--- config.mk ---
export PLATFORM = sky130hd
export DESIGN_NAME = memory_controller
export DESIGN_NICKNAME = d
export VERILOG_FILES = /design/src/rtl/memory_controller.sv
export SDC_FILE = /design/constraint.sdc
export NUM_CORES = 1
export LEC_CHECK = 0
export BUFFER_PORTS_ARGS = -buffer_cell sky130_fd_sc_hd__buf_2
export CORE_ASPECT_RATIO = 1.25
export CORE_MARGIN = 1.5
export CORE_UTILIZATION = 55
export DETAILED_ROUTE_END_ITERATION = 12
export GPL_ROUTABILITY_DRIVEN = 1
export GPL_TIMING_DRIVEN = 1
export HOLD_SLACK_MARGIN = 0.03
export PLACE_DENSITY = 0.9
export SLEW_MARGIN = 10
export SYNTH_ARGS = -nofsm -noshare
export SYNTH_HDL_FRONTEND = slang
export SYNTH_SLANG_ARGS = --single-unit
--- constraint.sdc ---
create_clock -name clk_in -period 4.4 [get_ports clk_in]
set_input_delay 0.88 -clock clk_in [delete_from_list [all_inputs] [get_ports clk_in]]
set_output_delay 0.88 -clock clk_in [all_outputs]
set_load 0.02 [all_outputs]
--- src/rtl/memory_controller.sv ---
`default_nettype none
// ============================================================================
// Module      : memory_controller
// Description : Shares one byte-wide RAM/IO port between the instruction and
//               data requesters, serialising word/half/byte accesses.
// Revision    : 1.0 - initial release
// ============================================================================
module memory_controller #(
    parameter logic [1:0] IO_SEL = 2'b11
) (
    input  logic        clk_in,
    input  logic        rst_in,
    input  logic        rdy_in,
    input  logic [7:0]  mem_din,
    output logic [7:0]  mem_dout,
    output logic [31:0] mem_a,
    output logic        mem_wr,
    input  logic        io_buffer_full,
    input  logic        flush_signal,
    input  logic        i_req_en,
    input  logic [31:0] i_addr,
    output logic        i_data_en,
    output logic [31:0] i_data,
    output logic [31:0] i_addr_confirm,
    input  logic        d_req_en,
    input  logic        d_wr,
    input  logic [31:0] d_addr,
    input  logic [1:0]  d_size,
    input  logic [31:0] d_wdata,
    output logic        d_done,
    output logic [31:0] d_rdata
);

    localparam logic [1:0] IDLE    = 2'd0;
    localparam logic [1:0] IREAD   = 2'd1;
    localparam logic [1:0] DREAD   = 2'd2;
    localparam logic [1:0] DWRITE  = 2'd3;
    localparam logic       GRANT_I = 1'b0;
    localparam logic       GRANT_D = 1'b1;

    logic [1:0]  state_q, state_d;
    logic [2:0]  cnt_q, cnt_d;
    logic [2:0]  size_q, size_d;
    logic [31:0] addr_q, addr_d;
    logic [31:0] wdata_q, wdata_d;
    logic [31:0] buf_q, buf_d;
    logic        last_q, last_d;
    logic [31:0] mem_a_q, mem_a_d;
    logic [7:0]  mem_dout_q, mem_dout_d;
    logic        mem_wr_q, mem_wr_d;
    logic        i_en_q, i_en_d;
    logic [31:0] i_data_q, i_data_d;
    logic [31:0] i_conf_q, i_conf_d;
    logic        d_done_q, d_done_d;
    logic [31:0] d_rdata_q, d_rdata_d;

    logic        w_take_dside;
    logic        w_take_iside;
    logic        w_rd_last;
    logic [2:0]  w_wr_nxt;
    logic        w_io_stall;
    logic        w_grant_stall;
    logic [31:0] w_merged;
    logic [7:0]  w_wbyte;

    // On contention the side that did not win last time goes next.
    assign w_take_dside  = d_req_en && (!i_req_en || (last_q == GRANT_I));
    assign w_take_iside  = i_req_en && !w_take_dside;
    assign w_rd_last     = (cnt_q + 3'd1) == size_q;
    // A write byte is consumed only on an edge where mem_wr was actually high.
    assign w_wr_nxt      = mem_wr_q ? (cnt_q + 3'd1) : cnt_q;
    assign w_io_stall    = io_buffer_full && (addr_q[17:16] == IO_SEL);
    assign w_grant_stall = io_buffer_full && (d_addr[17:16] == IO_SEL);

    always_comb begin
        w_merged = buf_q;
        case (cnt_q[1:0])
            2'd0:    w_merged[7:0]   = mem_din;
            2'd1:    w_merged[15:8]  = mem_din;
            2'd2:    w_merged[23:16] = mem_din;
            default: w_merged[31:24] = mem_din;
        endcase
    end

    always_comb begin
        case (w_wr_nxt[1:0])
            2'd0:    w_wbyte = wdata_q[7:0];
            2'd1:    w_wbyte = wdata_q[15:8];
            2'd2:    w_wbyte = wdata_q[23:16];
            default: w_wbyte = wdata_q[31:24];
        endcase
    end

    always_ff @(posedge clk_in) begin
        if (rst_in) begin
            state_q    <= IDLE;
            cnt_q      <= 3'd0;
            size_q     <= 3'd0;
            addr_q     <= 32'd0;
            wdata_q    <= 32'd0;
            buf_q      <= 32'd0;
            last_q     <= GRANT_I;
            mem_a_q    <= 32'd0;
            mem_dout_q <= 8'd0;
            mem_wr_q   <= 1'b0;
            i_en_q     <= 1'b0;
            i_data_q   <= 32'd0;
            i_conf_q   <= 32'd0;
            d_done_q   <= 1'b0;
            d_rdata_q  <= 32'd0;
        end else if (rdy_in) begin
            state_q    <= state_d;
            cnt_q      <= cnt_d;
            size_q     <= size_d;
            addr_q     <= addr_d;
            wdata_q    <= wdata_d;
            buf_q      <= buf_d;
            last_q     <= last_d;
            mem_a_q    <= mem_a_d;
            mem_dout_q <= mem_dout_d;
            mem_wr_q   <= mem_wr_d;
            i_en_q     <= i_en_d;
            i_data_q   <= i_data_d;
            i_conf_q   <= i_conf_d;
            d_done_q   <= d_done_d;
            d_rdata_q  <= d_rdata_d;
        end
    end

    always_comb begin
        state_d = state_q;
        case (state_q)
            IDLE: begin
                if (!flush_signal) begin
                    if (w_take_dside)      state_d = d_wr ? DWRITE : DREAD;
                    else if (w_take_iside) state_d = IREAD;
                end
            end
            IREAD, DREAD: if (flush_signal || w_rd_last) state_d = IDLE;
            DWRITE:       if (w_wr_nxt == size_q) state_d = IDLE;
            default:      state_d = IDLE;
        endcase
    end

    always_comb begin
        cnt_d      = cnt_q;
        size_d     = size_q;
        addr_d     = addr_q;
        wdata_d    = wdata_q;
        buf_d      = buf_q;
        last_d     = last_q;
        mem_a_d    = mem_a_q;
        mem_dout_d = mem_dout_q;
        mem_wr_d   = 1'b0;
        i_en_d     = 1'b0;
        i_data_d   = i_data_q;
        i_conf_d   = i_conf_q;
        d_done_d   = 1'b0;
        d_rdata_d  = d_rdata_q;
        case (state_q)
            IDLE: begin
                if (!flush_signal && w_take_dside) begin
                    addr_d  = d_addr;
                    size_d  = (d_size == 2'b00) ? 3'd1 : ((d_size == 2'b01) ? 3'd2 : 3'd4);
                    wdata_d = d_wdata;
                    buf_d   = 32'd0;
                    cnt_d   = 3'd0;
                    mem_a_d = d_addr;
                    last_d  = GRANT_D;
                    if (d_wr && !w_grant_stall) begin
                        mem_dout_d = d_wdata[7:0];
                        mem_wr_d   = 1'b1;
                    end
                end else if (!flush_signal && w_take_iside) begin
                    addr_d  = i_addr;
                    size_d  = 3'd4;
                    buf_d   = 32'd0;
                    cnt_d   = 3'd0;
                    mem_a_d = i_addr;
                    last_d  = GRANT_I;
                end
            end
            IREAD, DREAD: begin
                if (!flush_signal) begin
                    buf_d = w_merged;
                    cnt_d = cnt_q + 3'd1;
                    if (!w_rd_last) begin
                        mem_a_d = addr_q + {29'd0, cnt_q + 3'd1};
                    end else if (state_q == IREAD) begin
                        i_en_d   = 1'b1;
                        i_data_d = w_merged;
                        i_conf_d = addr_q;
                    end else begin
                        d_done_d  = 1'b1;
                        d_rdata_d = w_merged;
                    end
                end
            end
            DWRITE: begin
                cnt_d = w_wr_nxt;
                if (w_wr_nxt == size_q) begin
                    d_done_d = 1'b1;
                end else if (!w_io_stall) begin
                    mem_a_d    = addr_q + {29'd0, w_wr_nxt};
                    mem_dout_d = w_wbyte;
                    mem_wr_d   = 1'b1;
                end
            end
            default: ;
        endcase
    end

    assign mem_a          = mem_a_q;
    assign mem_dout       = mem_dout_q;
    assign mem_wr         = mem_wr_q;
    assign i_data_en      = i_en_q;
    assign i_data         = i_data_q;
    assign i_addr_confirm = i_conf_q;
    assign d_done         = d_done_q;
    assign d_rdata        = d_rdata_q;

endmodule
`default_nettype wire
Word level (Yosys, flattened, before mapping) --
Index checks and enable logic that the tools add are counted.
Operators by class: add/sub/neg operators 3, eq/ne operators 23, mux-type cells 53, bitwise logic cells 3, reduce and logical (&&, ||, !) cells 31
Operator list (number):
- $mux W32 | 9
- $pmux W32 S3 | 1
- $add A32 B3 Y32 | 2
- $mux W8 | 8
- $pmux W32 S2 | 1
- $mux W3 | 8
- $pmux W8 S3 | 1
- $ne A2 B2 Y1 const B | 9
- $pmux W8 S2 | 1
- $mux W1 | 15
- $reduce_and A5 Y1 | 3
- $eq A2 B2 Y1 const B | 6
- $reduce_and A6 Y1 | 2
- $mux W2 | 5
- $pmux W3 S3 | 1
- $reduce_and A3 Y1 | 3
- $eq A2 B1 Y1 const B | 4
- $logic_not A2 Y1 | 4
- $logic_and A1 B1 Y1 | 7
- $eq A3 B3 Y1 | 2
- $ne A3 B3 Y1 const B | 2
- $pmux W2 S3 | 1
- $reduce_bool A2 Y1 | 3
- $logic_not A1 Y1 | 4
- 7 further kinds | 11
Storage, ports and cells: register bits 244, output and inout bits 139, logic and storage cells 128

Longest topological paths before layout --
word-level depth 9, depth in mapped cells 14, depth with buffers taken out 11

Least setup slack after synthesis --
Ideal clock, no wire load.
path type register to register, from reg cnt_q[0], to reg mem_a_q[29] (netlist: mem_a[29]), arrival time 3.230 ns, required time 4.313 ns, path slack 1.083 ns, stages on the path, launching flop included 12, clock period less this slack 3.317 ns, path through dfxtp_1 -> buf_4 -> inv_1 -> ha_1 -> mux2i_2 -> a21oi_1 -> ha_1 -> nand3_1 -> a211o_1 -> nor4_1 -> mux2_2 -> o31ai_1
Between the ends: word-level cells in the longest chain between the ends 6, elaborated cells between the ends (all ways) 14
Ends and longest elaborated chain:
- start, declared | RTL line 42 | logic [2:0] cnt_q, cnt_d;
- start signal, assigned | RTL line 113 | cnt_q <= cnt_d;
- $add A3 B1 Y3 | RTL line 69, 71, 188
- $mux W3 | RTL line 71 | assign w_wr_nxt = mem_wr_q ? (cnt_q + 3'd1) : cnt_q;
- $add A32 B3 Y32 | RTL line 204 | mem_a_d = addr_q + {29'd0, w_wr_nxt};
- $mux W32 | RTL line 203 | end else if (!w_io_stall) begin
- $mux W32 | RTL line 201 | if (w_wr_nxt == size_q) begin
- $pmux W32 S3 | RTL line 160 | case (state_q)
- end signal, assigned | RTL line 119 | mem_a_q <= mem_a_d;
- end, declared | RTL line 48 | logic [31:0] mem_a_q, mem_a_d;
Parallel ways exist; a longest one is shown, timed or not. The select of a mux whose other input is x is not followed. A chain may end at the register's enable or synchronous reset.

Worst setup path in the final report --
from reg cnt_q[0], to reg mem_a_q[30] (netlist: mem_a[30])
The elaborated chain is that of the path after synthesis.

==> metrics.md <==
| Metric | Value |
|---|---|
| Largest net degree at the start of global routing | 108 |
| Final Wtd Congestion | 0.925 |
| Cell variety after synth | 71 |
| Routed Antenna Nets | 0 |
| Worst Skew | 6.90 ps |
| Port buffer count | 252 |
| Crit path largest cell delay | 530 ps |
| DR vias | 11.3k |
| CP delay by family, top | compound AO/OA/AOI/OAI gates |
| CP max FO | 8 |
| Max IR drop VDD | 318 uV |
| Post-CTS Setup Bufs | 0 |
| Max clock buf depth | 3 |
| Slowest CP cell | dfxtp_1 |
| CTS Hold Bufs | 0 |
| Static Leak | 5.39 nW |
| CTS tree | yes |
| Worst path buffer plus inverter count | 2 |
| Row count | 58 |
| Total CTS buffers | 25 |
| HPWL after DPL | 24,500 um |
| Total power | 0.00532 W |
| Final WS setup | 581 ps |
| Residual DRC | 0 |
| Outcome | finished clean |
| CTS root buffer | clkbuf_16 |
| CP cell instances | inv_1 -> ha_1 -> mux2i_2 -> a21oi_1 -> inv_1 -> fa_1 -> nor2b_1 -> o21ai_0 -> nor4_1 -> mux2_2 -> o31ai_1 |
| Largest cells by area after synthesis | dfxtp_1 (43%), mux2i_1 (8.7%), nand2_1 (5.7%) |
| Clock Latency Late Sink | 530 ps |
| Final min period | 3820 ps |
| Slew Limit Headroom | 30.6% |
| Post-synth top area share | 42.6% |
| Achievable frequency | 262 MHz |
| Mapped Area | 0.0115 mm^2 |
| Initial DRC count | 1,000 |
| Pwr/cell area | 392 mW/mm^2 |
| Synth-to-Final Area Change | 18.3% |
| Final Max Slew Viols | 0 |
| Vias in the first global route | 10.7k |
| Crit end category | flip-flop |
| Post-Place Setup Slack | 665 ps |
| ANT cells | 0 |
| Area of the die | 0.0217 mm^2 |
| GRT Total Usage | 30.9% |
| Period utilization | 86.8% |
| Max-cap viol count | 0 |
| Final #Nets | 1,661 |
| Share of post-route cells with drive strength above 1 | 21.3% |
| Cell repeated most along the worst path | inv_1 |
| Ys flop type | dfxtp_1 |
| CTS sink count | 244 |
| First-pass GRT wire length | 54,700 um |
| Core Region | 0.0203 mm^2 |
| Met3 wire length | 3230 um |
| Final hold viol count | 0 |
| Dominant cell by count in the synthesized netlist | dfxtp_1 |
| Mapped Nets | 1,487 |
| Global route total overflow | 0 |
| Routed WL | 35,800 um |
| Top cells by count, synth | dfxtp_1 (244), nand2_1 (175), nor2_1 (141) |
| Total negative slack | 0 ps |
| DP Area | 0.0127 mm^2 |
| Post-synth top area cell | dfxtp_1 |
| Initial antenna violation count | 0 |
| Slew @ Worst Pin | 1040 ps |
| Hold Path Class | reg2reg |
| Worst path arrival time | 4260 ps |
| Top sig layer | met4 |
| Wl on met1 | 13,200 um |
| CTS clk-pin slew, worst paths | 60 ps |
| DR vias/cell | 6.21 |
| Die height | 164 um |
| Boundary Pins | 253 |
| Crit path kind | reg2reg |
| Post-Layout Inst Area | 0.0136 mm^2 |
| Syn avg cell area | 8.42 um^2 |
| Seq/Total Area, Yosys | 42.6% |
| WP data required | 4850 ps |
| Synth Instances | 1,362 |
| Reg2Reg Setup Slack | 580 ps |
| Asr flop ratio synth | 0% |
| Fin util | 66.8% |
| WL/cell | 19.6 um |
| H-tree depth | 1 |
| Post-synth EDFFs | 0 |
| Met2 wire len | 17,300 um |
| Post-cts resize count | 0 |
| Initial Util | 56.5% |
| Die X | 132 um |
| Synth warn | 0 |
| Number of synthesized register bits | 244 |
| Drt pass-1 iters | 6 |
| Crit start category | flip-flop |
| Final setup viols | 0 |
| Unrepaired setup endpoints after global routing | no |
==> path summary, 6_finish.rpt <==
kind,start,end,depth (start not counted)
max,cnt_q[0],mem_a[30],11
min,i_addr_confirm[23],i_addr_confirm[23],2
max reg2reg,cnt_q[0],mem_a[30],11
min reg2reg,i_addr_confirm[23],i_addr_confirm[23],2
==> stage by stage <==
step | instances | hold WS [ps]
finish | 1822 | 452
floorplan | 1362 | 436
detailed placement | 1779 | 445
CTS | 1822 | 454
global placement | 1779 | 441
global route | 1822 | 469
==> worst min-delay path, delay by kind of cell, from the launching register on <==
| family | cells | cell delay (ps) |
|---|---|---|
| compound gates | 1 | 50 |
| flops | 1 | 310 |
| simple gates | 1 | 50 |
==> flip-flops by register name, summed over array words and instances, names as in the netlist <==
signal	flops
addr_q	32
buf_q	32
d_rdata	32
i_addr_confirm	32
i_data	32
mem_a	32
wdata_q	32
mem_dout	8
cnt_q	3
size_q	3
state_q	2
d_done	1
i_data_en	1
last_q	1
mem_wr	1
==> routing by layer <==
| layer | GRT usage, % | vias to the layer above |
|---|---|---|
| met5 | 0 | - |
| met1 | 35.8 | 5297 |
| met4 | 17.5 | 0 |
| li1 | - | 5230 |
| met3 | 6.35 | 147 |
| met2 | 53.6 | 636 |
==> placed cells by master (no fill, tap or decap), types with 17 or more instances in the layout <==
master / Yosys / routed
o21ai_0: 42 / 42
nand3_1: 57 / 57
buf_4: 4 / 23
a22oi_1: 35 / 35
clkbuf_16: 0 / 25
a211oi_1: 82 / 82
mux2i_1: 100 / 100
nor3_1: 30 / 28
o31a_1: 17 / 17
a21oi_1: 85 / 85
dfxtp_1: 244 / 244
nor2_1: 141 / 141
buf_2: 23 / 251
nand2_1: 175 / 175
and3_1: 25 / 25
==> power breakdown <==
| part | switching (W) | total, W | internal, W | leakage, nW |
|---|---|---|---|---|
| combinational | 0.000462 | 0.000714 | 0.000252 | 3.00 |
| sequential | 0.0000974 | 0.00239 | 0.00230 | 1.98 |
| clock | 0.000891 | 0.00221 | 0.00132 | 0.411 |
| total | 0.00145 | 0.00532 | 0.00387 | 5.39 |
==> cell type report <==
cell class | count | area [um^2]
clock buffers | 34 | 719
repair buffers | 275 | 1440
multi-input cells | 973 | 5990
clock inverters | 9 | 135
inverters | 17 | 63.8
fillers | 1623 | 6750
well taps | 270 | 338
flip-flops and latches | 244 | 4880
==> cells by family after synthesis <==
family,synth area share (%)
adder cells (fa/ha/maj),1.26
AND/OR/NAND/NOR,19.5
XOR/XNOR,1.56
multiplexers,9.04
AO/OA/AOI/OAI,20.7
buffers and inverters,5.40
flip-flops,42.6
No activity file was read; power rests on OpenSTA's default activity.
